### config.mk
export PLATFORM = sky130hd
export DESIGN_NAME = idex_stage_buf
export DESIGN_NICKNAME = d
export VERILOG_FILES = /design/src/rtl/idex_pkg.sv /design/src/rtl/idex_hazard_chk.sv /design/src/rtl/idex_stage_buf.sv
export SDC_FILE = /design/constraint.sdc
export NUM_CORES = 1
export LEC_CHECK = 0
export CAP_MARGIN = 20
export CORE_MARGIN = 1.5
export CORE_UTILIZATION = 50
export DETAILED_ROUTE_END_ITERATION = 8
export DONT_BUFFER_PORTS = 1
export GPL_TIMING_DRIVEN = 0
export SETUP_SLACK_MARGIN = 0.3
export SLEW_MARGIN = 20
export SYNTH_ARGS = -nofsm -noshare
export SYNTH_HDL_FRONTEND = slang
export SYNTH_SLANG_ARGS = --single-unit
export TNS_END_PERCENT = 1
### constraint.sdc
create_clock -name clk -period 10.7 [get_ports clk]
set_clock_uncertainty 0.1 [all_clocks]
set_input_delay 1.605 -clock clk [delete_from_list [all_inputs] [get_ports clk]]
set_output_delay 1.605 -clock clk [all_outputs]
set_load 0.01 [all_outputs]
### src/rtl/idex_pkg.sv
// Shared types and default widths for the ID->EXE stage buffer.
package idex_pkg;

    localparam int unsigned DATA_W   = 32;
    localparam int unsigned REG_W    = 5;
    localparam int unsigned IMM_W    = 16;
    localparam int unsigned ALUCTR_W = 3;
    localparam int unsigned OP_W     = 6;

    localparam logic [OP_W-1:0] LOAD_OP = 6'b100011;

    typedef enum logic [1:0] {
        EMPTY = 2'd0,
        ONE   = 2'd1,
        FULL  = 2'd2
    } idex_state_t;

    typedef struct packed {
        logic                mem_wr;
        logic                mem_to_reg;
        logic                reg_wr;
        logic                ext_op;
        logic                alu_src;
        logic [ALUCTR_W-1:0] alu_ctr;
        logic [REG_W-1:0]    rs;
        logic [REG_W-1:0]    rt;
        logic [REG_W-1:0]    rd;
        logic [REG_W-1:0]    rw;
        logic [DATA_W-1:0]   bus_a;
        logic [DATA_W-1:0]   bus_b;
        logic [IMM_W-1:0]    imm;
        logic                mem_read;
    } idex_entry_t;

    // True when a held load writes a non-zero register read by the incoming instruction.
    function automatic logic load_dep(input idex_entry_t e,
                                      input logic [REG_W-1:0] rs,
                                      input logic [REG_W-1:0] rt);
        return e.mem_read && (e.rw != '0) && ((e.rw == rs) || (e.rw == rt));
    endfunction

endpackage

### src/rtl/idex_hazard_chk.sv
// Load-use compare of the incoming source registers against both held slots.
module idex_hazard_chk
    import idex_pkg::*;
(
    input  logic             id_valid,
    input  logic [REG_W-1:0] id_rs,
    input  logic [REG_W-1:0] id_rt,
    input  logic [1:0]       slot_valid,
    input  idex_entry_t      main_slot,
    input  idex_entry_t      skid_slot,
    output logic             hazard_c
);

    // Stall only for a presented instruction that depends on a live load.
    always_comb begin
        hazard_c = 1'b0;
        if (id_valid) begin
            hazard_c = (slot_valid[0] && load_dep(main_slot, id_rs, id_rt)) ||
                       (slot_valid[1] && load_dep(skid_slot, id_rs, id_rt));
        end
    end

endmodule

### src/rtl/idex_stage_buf.sv
// ID->EXE stage buffer: valid/ready handshake, two-entry skid buffer, flush,
// optional load-use hazard detection (enabled by defining IDEX_HAZARD_DET_EN).
module idex_stage_buf #(
    parameter int unsigned DATA_W   = idex_pkg::DATA_W,
    parameter int unsigned REG_W    = idex_pkg::REG_W,
    parameter int unsigned IMM_W    = idex_pkg::IMM_W,
    parameter int unsigned ALUCTR_W = idex_pkg::ALUCTR_W,
    parameter int unsigned OP_W     = idex_pkg::OP_W,
    parameter logic [OP_W-1:0] LOAD_OP = idex_pkg::LOAD_OP
) (
    input  logic                clk,
    input  logic                rst,
    input  logic                id_valid,
    output logic                id_ready,
    input  logic                id_flush,
    input  logic                id_mem_wr,
    input  logic                id_mem_to_reg,
    input  logic                id_reg_wr,
    input  logic                id_ext_op,
    input  logic                id_alu_src,
    input  logic [ALUCTR_W-1:0] id_alu_ctr,
    input  logic [REG_W-1:0]    id_rs,
    input  logic [REG_W-1:0]    id_rt,
    input  logic [REG_W-1:0]    id_rd,
    input  logic [REG_W-1:0]    id_rw,
    input  logic [DATA_W-1:0]   id_bus_a,
    input  logic [DATA_W-1:0]   id_bus_b,
    input  logic [IMM_W-1:0]    id_imm,
    input  logic [OP_W-1:0]     id_op,
    output logic                exe_valid,
    input  logic                exe_ready,
    output logic                exe_mem_wr,
    output logic                exe_mem_to_reg,
    output logic                exe_reg_wr,
    output logic                exe_ext_op,
    output logic                exe_alu_src,
    output logic [ALUCTR_W-1:0] exe_alu_ctr,
    output logic [REG_W-1:0]    exe_rs,
    output logic [REG_W-1:0]    exe_rt,
    output logic [REG_W-1:0]    exe_rd,
    output logic [REG_W-1:0]    exe_rw,
    output logic [DATA_W-1:0]   exe_bus_a,
    output logic [DATA_W-1:0]   exe_bus_b,
    output logic [IMM_W-1:0]    exe_imm,
    output logic                exe_mem_read,
    output logic                hazard_stall
);

    import idex_pkg::*;

    idex_state_t state_q, state_nx;
    idex_entry_t main_q, main_nx;
    idex_entry_t skid_q, skid_nx;
    idex_entry_t in_entry;
    logic        accept_c;
    logic        drain_c;

    // Pack the decode fields into one entry; mem_read is derived at capture.
    always_comb begin
        in_entry            = '0;
        in_entry.mem_wr     = id_mem_wr;
        in_entry.mem_to_reg = id_mem_to_reg;
        in_entry.reg_wr     = id_reg_wr;
        in_entry.ext_op     = id_ext_op;
        in_entry.alu_src    = id_alu_src;
        in_entry.alu_ctr    = id_alu_ctr;
        in_entry.rs         = id_rs;
        in_entry.rt         = id_rt;
        in_entry.rd         = id_rd;
        in_entry.rw         = id_rw;
        in_entry.bus_a      = id_bus_a;
        in_entry.bus_b      = id_bus_b;
        in_entry.imm        = id_imm;
        in_entry.mem_read   = (id_op == LOAD_OP);
    end

`ifdef IDEX_HAZARD_DET_EN
    idex_hazard_chk u_hazard_chk (
        .id_valid   (id_valid),
        .id_rs      (id_rs),
        .id_rt      (id_rt),
        .slot_valid ({state_q == FULL, state_q != EMPTY}),
        .main_slot  (main_q),
        .skid_slot  (skid_q),
        .hazard_c   (hazard_stall)
    );
`else
    assign hazard_stall = 1'b0;
`endif

    // Ready depends only on occupancy and the stall, never on id_valid.
    assign exe_valid = (state_q != EMPTY);
    assign id_ready  = (state_q != FULL) && !hazard_stall;
    assign accept_c  = id_valid && id_ready && !id_flush;
    assign drain_c   = exe_valid && exe_ready;

    // Occupancy register.
    always_ff @(posedge clk or posedge rst) begin
        if (rst) state_q <= EMPTY;
        else     state_q <= state_nx;
    end

    // Next state and slot contents; flush wins, vacated slots are zeroed.
    always_comb begin
        state_nx = state_q;
        main_nx  = main_q;
        skid_nx  = skid_q;
        if (id_flush) begin
            state_nx = EMPTY;
            main_nx  = '0;
            skid_nx  = '0;
        end else begin
            case (state_q)
                EMPTY: begin
                    if (accept_c) begin
                        main_nx  = in_entry;
                        state_nx = ONE;
                    end
                end
                ONE: begin
                    if (accept_c && drain_c) begin
                        main_nx = in_entry;
                    end else if (accept_c) begin
                        skid_nx  = in_entry;
                        state_nx = FULL;
                    end else if (drain_c) begin
                        main_nx  = '0;
                        state_nx = EMPTY;
                    end
                end
                FULL: begin
                    if (drain_c) begin
                        main_nx  = skid_q;
                        skid_nx  = '0;
                        state_nx = ONE;
                    end
                end
                default: begin
                    state_nx = EMPTY;
                    main_nx  = '0;
                    skid_nx  = '0;
                end
            endcase
        end
    end

    // Slot storage.
    always_ff @(posedge clk or posedge rst) begin
        if (rst) begin
            main_q <= '0;
            skid_q <= '0;
        end else begin
            main_q <= main_nx;
            skid_q <= skid_nx;
        end
    end

    assign exe_mem_wr     = main_q.mem_wr;
    assign exe_mem_to_reg = main_q.mem_to_reg;
    assign exe_reg_wr     = main_q.reg_wr;
    assign exe_ext_op     = main_q.ext_op;
    assign exe_alu_src    = main_q.alu_src;
    assign exe_alu_ctr    = main_q.alu_ctr;
    assign exe_rs         = main_q.rs;
    assign exe_rt         = main_q.rt;
    assign exe_rd         = main_q.rd;
    assign exe_rw         = main_q.rw;
    assign exe_bus_a      = main_q.bus_a;
    assign exe_bus_b      = main_q.bus_b;
    assign exe_imm        = main_q.imm;
    assign exe_mem_read   = main_q.mem_read;

endmodule

* After elaboration in Yosys (flattened, before gate mapping)
Index checks and enable logic that the tools add are counted.
Word-level totals: flip-flop bits (word level) 220, input port bits 119, logic and storage cells 68
Operators by class: equal/unequal tests 12, multiplexer cells 17, reductions and logical operators 10
Operators with widths (number):
- 109-bit two-way mux | 8
- 109-bit case mux with 3 select lines | 2
- 2-bit two-way mux | 6
- 3-bit != test, second input constant | 4
- 4-bit != test, second input constant | 3
- 4-bit AND reduction | 3
- 6-bit == test, second input constant | 1
- 2-bit case mux with 3 select lines | 1
- 1-bit logical AND | 4
- 2-bit != test, second input constant | 2
- 2-bit by 1-bit == test with 1-bit output, second input constant | 1
- 2-bit == test, second input constant | 1
- 2-bit logical NOT | 1
- 2-bit nonzero test | 1
- 1-bit logical NOT | 1

* Depth between registers and ports, before layout
Gate-level depths: netlist of run 1.
depth after elaboration 7, gate-level depth with buffers 8, depth with buffers taken out 4

* Worst setup path after synthesis of run 1
OpenSTA, ideal clock, no wires.
kind in2reg, start point input port exe_ready, end point register skid_q[36] (netlist bit), arrival 2.759 ns, required time 10.521 ns, setup slack 7.762 ns, stages 7, buffers on the path 3, cells stage by stage buf_2 > nor2b_1 > o22a_1 > nor2_4 > buf_4 > buf_4 > mux2i_1
Between the ends: longest elaborated chain between the ends 4, elaborated cells on any way between the ends 5, those cells by class 2 x eq/ne; 3 x reduce/logical
RTL lines:
- start: declaration | RTL line idex_stage_buf.sv:31 | input logic exe_ready,
- 1-bit logical AND * | RTL line idex_stage_buf.sv:95 | assign drain_c = exe_valid && exe_ready;
- 1-bit logical AND | RTL line idex_stage_buf.sv:121 | if (accept_c && drain_c) begin
- 3-bit != test (no line)
- 4-bit AND reduction (no line) *
- end signal: assignment | RTL line idex_stage_buf.sv:154 | skid_q <= skid_nx;
- end: declaration | RTL line idex_stage_buf.sv:53 | idex_entry_t skid_q, skid_nx;
Every way passes the cells marked *; elsewhere a longest branch is shown, timed or not. A chain may end at the register's enable or synchronous reset.

* Worst setup path after layout of run 1
start point register state_q[0], end point output port exe_valid
Between the ends: longest elaborated chain between the ends 1
RTL lines:
- start: declaration | RTL line idex_stage_buf.sv:51 | idex_state_t state_q, state_nx;
- start signal: assignment | RTL line idex_stage_buf.sv:100 | else state_q <= state_nx;
- 2-bit nonzero test | RTL line idex_stage_buf.sv:92 | assign exe_valid = (state_q != EMPTY);
- end: declaration | RTL line idex_stage_buf.sv:30 | output logic exe_valid,
Every way passes these cells.

==> results of run 1 <==
## cells in the mapped netlist, types with 4 or more instances
cell / n / area [um2]
mux2i_1: 218 / 2180
nor2_1: 110 / 413
buf_4: 8 / 60.1
inv_1: 110 / 413
buf_2: 52 / 260
nand2_1: 109 / 409
o2bb2ai_2: 10 / 150
buf_1: 4 / 15.0
dfrtp_1: 220 / 5510
a21oi_1: 111 / 556
nor2b_1: 6 / 37.5
clkbuf_1: 21 / 78.8
o2bb2ai_1: 98 / 858
## layout make-up
type                            count  area (um2)  share of cell area
Tap cell                          280         350              0.0283
Timing Repair Buffer                2        55.1             0.00445
Multi-Input combinational cell    680        4750               0.383
Sequential cell                   220        5510               0.445
Buffer                             87         437              0.0353
Clock inverter                      7         141              0.0114
Clock buffer                       38         724              0.0585
Inverter                          110         420              0.0340
## through the flow
step                power, mW  hold WS, ns  area, um2  setup WS, ns
floorplan                1.12        0.397      11100          2.97
global placement         1.18        0.407      11500         0.219
detailed placement       1.19        0.412      11500          7.19
CTS                      2.10        0.422      12400          6.62
global route             2.16        0.438      12400          6.50
finish                   2.08        0.419      12400          6.62
## layer usage
layer | GRT usage | routed length, um | vias to the layer above
met2 | 0.375 | 12500 | 228
met3 | 0.0782 | 2240 | 44
met4 | 0.0633 | 682 | 0
met1 | 0.323 | 12500 | 3835
met5 | 0 | 0 | -
li1 | - | - | 3777
## worst min-delay path: stages (launching register included)
cell and delay, ns:
dfrtp_1 0.37, inv_1 0.05, mux2i_1 0.06
## path summary, 6_finish.rpt
path	start	to	slack (ns)	cells after the start
max in group asynchronous	rst	exe_bus_a[16]$_DFFE_PP0P_	8.51	3
min in group asynchronous	rst	exe_bus_b[18]$_DFFE_PP0P_	0.80	1
min	skid_q[53]$_DFFE_PP0P_	skid_q[53]$_DFFE_PP0P_	0.42	2
max reg2reg	state_q[1]$_DFFE_PP0P_	exe_rs[3]$_DFFE_PP0P_	8.40	6
max	state_q[0]$_DFFE_PP0P_	exe_valid	6.62	4
min reg2reg	skid_q[53]$_DFFE_PP0P_	skid_q[53]$_DFFE_PP0P_	0.42	2
## cell families after synthesis
family,count (synthesis),share of synthesized area
DFF,220,0.496
other,1,0.000338
buffers and inverters,197,0.0765
muxes,219,0.198
and+or+nand+nor,236,0.0853
AOI/OAI and AO/OA,224,0.144
## report_power, final
part	total (mW)	switching, mW	internal (mW)
clock network	0.907	0.345	0.562
logic	0.235	0.146	0.0890
registers	0.938	0.0523	0.885
total	2.08	0.544	1.54
==> flow_summary.json, run 1 <==
{
  "max_slew_margin": 0.559,
  "crit_path_max_incr_delay_ns": 0.54,
  "worstPathArrival_ns": 2.38,
  "hold_path_class": "register to register",
  "syn-num-nets": 1216,
  "crit_fanout": 10,
  "grt_usage": 0.240,
  "finalSetupViolations": 0,
  "gp_congestion": 0.777,
  "synth-seq-cells": 220,
  "most-common-layout-cells": "dfrtp_1 (220), mux2i_1 (218), a21oi_1 (111)",
  "clk_latency_ns": 0.53,
  "vias": 7884,
  "ir_drop_uv": 114,
  "grt_pass1_wl_um": 45100,
  "maxCapViolations": 0,
  "dp_hpwl_um": 18900,
  "portBuffers": 0,
  "die_h_um": 152,
  "avgSynthCellArea_um2": 10.1,
  "drv_slew": 0,
  "ys_warn_count": 0,
  "hold_violations": 0,
  "synth-edff-count": 0,
  "grt_antenna_before_repair": 0,
  "grt_setup_unrepaired": "false",
  "overflow": 0,
  "n_antenna_cell": 0,
  "syn_area_um2": 11100,
  "stdcell_count": 1424,
  "cts.reportedPaths.clkPinSlew_ns": 0.06,
  "initial_utilization": 0.509,
  "cts.path.max_buffers": 3,
  "fillCellCount": 1930,
  "end_kind": "primary output",
  "grt_pass1_vias": 8104,
  "rows": 54,
  "synthArstFlopShare": 1.00,
  "cpMostUsedCell": "clkbuf_1",
  "cts_root_buffer": "clkbuf_16",
  "path_buf_inv": 3,
  "ys_types": 29,
  "regMostFlops": "skid_q",
  "drive_above_1_share": 0.101,
  "htreeDepth": 1,
  "period_share": 0.382,
  "cp_cell_sequence": "buf_4 > clkbuf_1 > clkbuf_1 > or2_2",
  "core_area_um2": 21800,
  "clock-sinks": 220,
  "clock.fmax_ghz": 0.245,
  "drt_iter0_drc": 367,
  "cts-resized-gates": 0,
  "worst_path_max_delay_cell": "clkbuf_1",
  "drt_wl_total_um": 27900,
  "mostFrequentLayoutCell": "dfrtp_1",
  "critPathTopFamily": "buffers and inverters",
  "seq_area_frac_synth": 0.496,
  "synthCells": 1097,
  "fin_tns_setup_ns": 0,
  "largest_reg_flops": 109,
  "drtAntennaViolNets": 0,
  "syn_to_final_growth_pct": 11.5,
  "cts_buffers": 25,
  "tightestPinTransition_ns": 0.661,
  "p_per_area_nw_per_um2": 168,
  "layout_min_cycle_time_ns": 4.08,
  "worst_ep_required_time_ns": 9.00,
  "drt_pass1_iterations": 4,
  "drc": 0,
  "final_nets": 1245,
  "startpoint_type": "register",
  "hold_buffers": 0,
  "boundaryPins": 231,
  "place_inst": 1379,
  "cts_setup_buffers": 0,
  "leakagePower_nw": 5.39,
  "status": "complete, no violations",
  "crit_type": "register to primary output",
  "die_area_um2": 23100,
  "tritoncts": "done",
  "grt_max_degree": 94,
  "ys.flop_type": "dfrtp_1",
  "fin_util": 0.567,
  "die_x_um": 152,
  "via_per_inst": 5.54,
  "drt-wirelength-per-cell_um": 19.6
}
Power figures use the tool's default switching activity.
==> run 2, diff against run 1 <==
PLACE_DENSITY = 0.68   (was not set)
clock period = 3.4 ns   (was 10.7 ns; I/O delays follow)
==> flow_summary.json, run 2 (synthesis gave the netlist of run 1 again) <==
{
  "status": "complete, no violations",
  "gp_congestion": 0.782,
  "drt_iter0_drc": 354,
  "finalSetupViolations": 0,
  "drc": 0,
  "stdcell_count": 1438,
  "end_kind": "primary output",
  "ir_drop_uv": 297,
  "drv_slew": 0,
  "tightestPinTransition_ns": 0.666,
  "post-place-ws_ns": 1.01,
  "cts_setup_buffers": 0,
  "final-seq-area_um2": 5510,
  "die_x_um": 152,
  "multi_input_area_um2": 4750,
  "clock-sinks": 220,
  "fin_util": 0.577,
  "drt-wirelength-per-cell_um": 19.5,
  "setup_ws_ns": 0.518,
  "hold_violations": 0,
  "boundaryPins": 231,
  "period_share": 0.848,
  "crit_path_max_incr_delay_ns": 0.50,
  "cts_buffers": 25,
  "worstPathArrival_ns": 2.27,
  "dp_hpwl_um": 19500,
  "syn_to_final_growth_pct": 13.3,
  "grt_pass1_wl_um": 45600,
  "max_slew_margin": 0.555,
  "maxCapViolations": 0,
  "die_h_um": 152,
  "largest_reg_flops": 109,
  "die_area_um2": 23100,
  "drtAntennaViolNets": 0,
  "n_antenna_cell": 0,
  "cpMostUsedCell": "clkbuf_1",
  "initial_utilization": 0.509,
  "grt_usage": 0.242,
  "leakagePower_nw": 5.49,
  "final_nets": 1261,
  "overflow": 0,
  "core_area_um2": 21800,
  "p_total_mw": 6.57,
  "rows": 54,
  "cts.path.max_buffers": 3,
  "mostFrequentLayoutCell": "dfrtp_1",
  "grt_setup_unrepaired": "false",
  "cts.reportedPaths.clkPinSlew_ns": 0.06,
  "layout_min_cycle_time_ns": 2.88,
  "tritoncts": "done",
  "p_per_area_nw_per_um2": 522,
  "hold_path_class": "input pin to register",
  "worst_path_max_delay_cell": "clkbuf_1",
  "fillCellCount": 1891,
  "critPathTopFamily": "buffers and inverters",
  "startpoint_type": "register",
  "drive_above_1_share": 0.107,
  "crit_type": "register to primary output",
  "vias": 8014,
  "portBuffers": 0,
  "cts_root_buffer": "clkbuf_16",
  "place_inst": 1384,
  "drt_pass1_iterations": 5,
  "clk_latency_ns": 0.52,
  "via_per_inst": 5.57,
  "htreeDepth": 1,
  "grt_pass1_vias": 8199,
  "grt_antenna_before_repair": 0,
  "regMostFlops": "skid_q",
  "drt_wl_total_um": 28000,
  "crit_fanout": 10,
  "worst_ep_required_time_ns": 2.79,
  "clock.fmax_ghz": 0.347,
  "grt_max_degree": 35,
  "most-common-layout-cells": "dfrtp_1 (220), mux2i_1 (218), a21oi_1 (111)",
  "cp_cell_sequence": "buf_4 > clkbuf_1 > clkbuf_1 > or2_2",
  "path_buf_inv": 3
}
run 2: cell count changes in the layout (fill, tap and decap cells not counted), sizes merged:
cell / before / now
inv: 111 / 110
clkinv: 1 / 3
clkbuf: 59 / 56
buf: 68 / 73
dlygate4sd3: 0 / 11
run 2: routing by layer:
layer  track usage  up-vias  share of wire
met5             0        -              0
li1              -     3817              -
met4        0.0698        0          0.025
met3        0.0670       49          0.079
met1         0.323     3903           0.43
met2         0.385      245           0.46
run 2: cell type report:
class,count,share of cell area
inverter,110,0.0331
multi-input combinational,680,0.377
clock buffer,35,0.0583
clock inverter,8,0.0114
timing repair buffer,18,0.0199
sequential,220,0.437
tap,280,0.0278
buffer,87,0.0347
run 2: what timing repair did:
action                                 in CTS  in global routing
resized for setup                           0                  0
hold buffers                               11                  0
endpoints found under the hold margin      33                  0
run 2: metrics by stage:
step	hold slack, ns	TNS (ns)	area, um2
floorplan	0.397	-17.18	11100
global placement	0.406	-289.88	11500
detailed placement	0.400	0	11600
CTS	0.000341	0	12600
global route	0.0104	0	12600
finish	0.0174	0	12600
run 2: worst paths after layout:
check / to / slack, ns / start / cells after the start
max: exe_valid / 0.52 / state_q[0]$_DFFE_PP0P_ / 4
min: skid_q[11]$_DFFE_PP0P_ / 0.02 / id_imm[10] / 2
max reg2reg: exe_alu_ctr[0]$_DFFE_PP0P_ / 1.13 / state_q[1]$_DFFE_PP0P_ / 6
min reg2reg: skid_q[57]$_DFFE_PP0P_ / 0.42 / skid_q[57]$_DFFE_PP0P_ / 2
max in group asynchronous: exe_imm[11]$_DFFE_PP0P_ / 1.71 / rst / 5
min in group asynchronous: exe_bus_a[12]$_DFFE_PP0P_ / 0.47 / rst / 2
run 2: where the power goes:
| part | switching [mW] | leakage, nW | internal (mW) |
|---|---|---|---|
| Combinational | 0.463 | 2.06 | 0.298 |
| Clock | 1.06 | 0.435 | 1.79 |
| Sequential | 0.166 | 2.99 | 2.79 |
| Total | 1.69 | 5.49 | 4.88 |
==> patch (flow settings as in run 1) <==
`DATA_W`: 32 -> 28.
--- a/src/rtl/idex_pkg.sv
+++ b/src/rtl/idex_pkg.sv
@@ -2,5 +2,5 @@
 package idex_pkg;
 
-    localparam int unsigned DATA_W   = 32;
+    localparam int unsigned DATA_W   = 28;
     localparam int unsigned REG_W    = 5;
     localparam int unsigned IMM_W    = 16;
Ports: changed (resized exe_bus_a, exe_bus_b, id_bus_a and id_bus_b); port bits go from 231 to 215. The function was not compared with the original's and may differ.
==> patch against run 1 <==
- clock power down 15%
- synthesized area down 1.6%
- final area down 2.5%
- register-to-register slack better by 0.20 ns
- wire length down 6.7%
- worst setup slack better by 0.13 ns
- sequential share of layout area down 2.2 points
- sequential cell count down 16
- via count down 8.2%
- critical endpoint unchanged
- power down 8.8%
==> patch: results (changes against run 1) <==
routed_wl_um: 26000  # was 27900 um
leakagePower_uw: 0.00520  # was 0.00539 uW
holdCritPathClass: "reg2reg"  # unchanged
r2r_slack_ns: 8.60  # was 8.40 ns
syn-num-nets: 1130  # was 1216
drive_gt1_frac: 0.176  # was 0.101
max-vdd-ir-drop_mv: 0.116  # was 0.114 mV
synthTopCellsByArea: "dfrtp_1, mux2i_1, o2bb2ai_2"  # was dfrtp_1, mux2i_1, o2bb2ai_1
fillers: 1853  # was 1930
crit_end: "exe_valid"  # unchanged
grtUsageTotal: 0.229  # was 0.240
ys_seq_area_frac: 0.467  # was 0.496
netlist_top_cells_count: "dfrtp_1, mux2i_1, nor2_1, a21oi_1, inv_1"  # was dfrtp_1, mux2i_1, a21oi_1, inv_1, nor2_1
cts_resized: 0  # unchanged
largest_reg_flops: 101  # was 109
buffers: 83  # was 89
worstHoldStart: "skid_q[26]"  # was skid_q[53]
grt_max_degree: 105  # was 94
dp.cells: 1296  # was 1379
gp_congestion: 0.752  # was 0.777
vias_per_cell: 5.41  # was 5.54
ys.flop_type: "dfrtp_1"  # unchanged
wire_per_inst_um: 19.5  # was 19.6 um
crit_start: "state_q[0]"  # unchanged
finalNetCount: 1158  # was 1245
n_antenna_cell: 0  # unchanged
h-tree-depth: 1  # unchanged
critical_path_arrival_ns: 2.25  # was 2.38 ns
firstDrtPassIters: 5  # was 4
yosys.cell_types.count: 29  # unchanged
holdPathStages: 2  # unchanged
worstReg2RegEnd: "exe_bus_b[0]"  # was exe_rs[3]
clk_latency_ns: 0.51  # was 0.53 ns
synthCells: 1019  # was 1097
nMultiInputCombCells: 631  # was 680
critPathMaxFanout: 10  # unchanged
numCtsBuffers: 24  # was 25
multi_input_area_mm2: 0.00490  # was 0.00475 mm2
first_global_vias: 7340  # was 8104
outcome: "finished, final reports clean"  # unchanged
hpwl_um: 17400  # was 18900 um
drt_iter0_markers: 262  # was 367
path_clk_slew_ns: 0.06  # about the same
seq_share: 0.423  # was 0.445
cts.sinks: 204  # was 220
hold_ws_ns: 0.417  # was 0.419 ns
cts_max_path_buffers: 3  # unchanged
min_to: "skid_q[26]"  # was skid_q[53]
io_buffers: 0  # unchanged
clk_share: 0.0613  # was 0.0699
ys_warn_count: 0  # unchanged
grt_pass1_wl_um: 41000  # was 45100 um
non_clock_buffer_area_share: 0.0488  # was 0.0397
inverters: 103  # was 110
async_flop_share: 1.00  # unchanged
cts_root_buf: "clkbuf_16"  # unchanged
antenna_found_initial: 0  # unchanged
r2r_cells: 6  # unchanged
relSlewSlack: 0.593  # was 0.559
## patch: changes by cell type after synthesis, sizes merged, moves of 2 or more
cell and change:
a21oi -8, o2bb2ai -8, nor2b -3, clkbuf -4, inv -7, dfrtp -16, buf -2, nand2 -8
nor2 -7, mux2i -16
## patch: critical path, stage by stage (launching register included)
cell and delay [ns]:
dfrtp_1 0.38, buf_2 0.27, buf_2 0.34, buf_1 0.49
or2_2 0.25
## patch: cell families (layout without fill, tap and decap cells)
kind of cell	after synthesis	after routing	share of synthesized area
buffers and inverters	184	227	0.0843
muxes	203	203	0.186
AOI/OAI and AO/OA	208	208	0.183
DFF	204	204	0.467
and+or+nand+nor	219	219	0.0795
other	1	1	0.000343
## patch: routing by layer
metal  GRT usage  vias to the layer above  share of wire  wire length, um
met4      0.0461                        0          0.017              450
li1            -                     3534              -                -
met3      0.0753                       32          0.087             2260
met5           0                        -              0                0
met2       0.358                      187           0.45            11800
met1       0.313                     3486           0.44            11500
## patch: report_power, final
group          switching [uW]  internal (uW)
Sequential               54.2            821
Combinational             149           99.8
Clock                     314            460
## patch: stage by stage
| step | util | total power (uW) | instance area [um2] | worst slack, ns |
|---|---|---|---|---|
| 6_report | 0.569 | 1900 | 12100 | 6.75 |
| 2_1_floorplan | - | 1080 | 10900 | 3.43 |
| 3_5_place_dp | 0.534 | 1140 | 11300 | 7.31 |
| 4_1_cts | 0.569 | 1920 | 12100 | 6.75 |
| 5_1_grt | 0.569 | 1990 | 12100 | 6.62 |
| 3_3_place_gp | 0.531 | 1130 | 11300 | 0.961 |
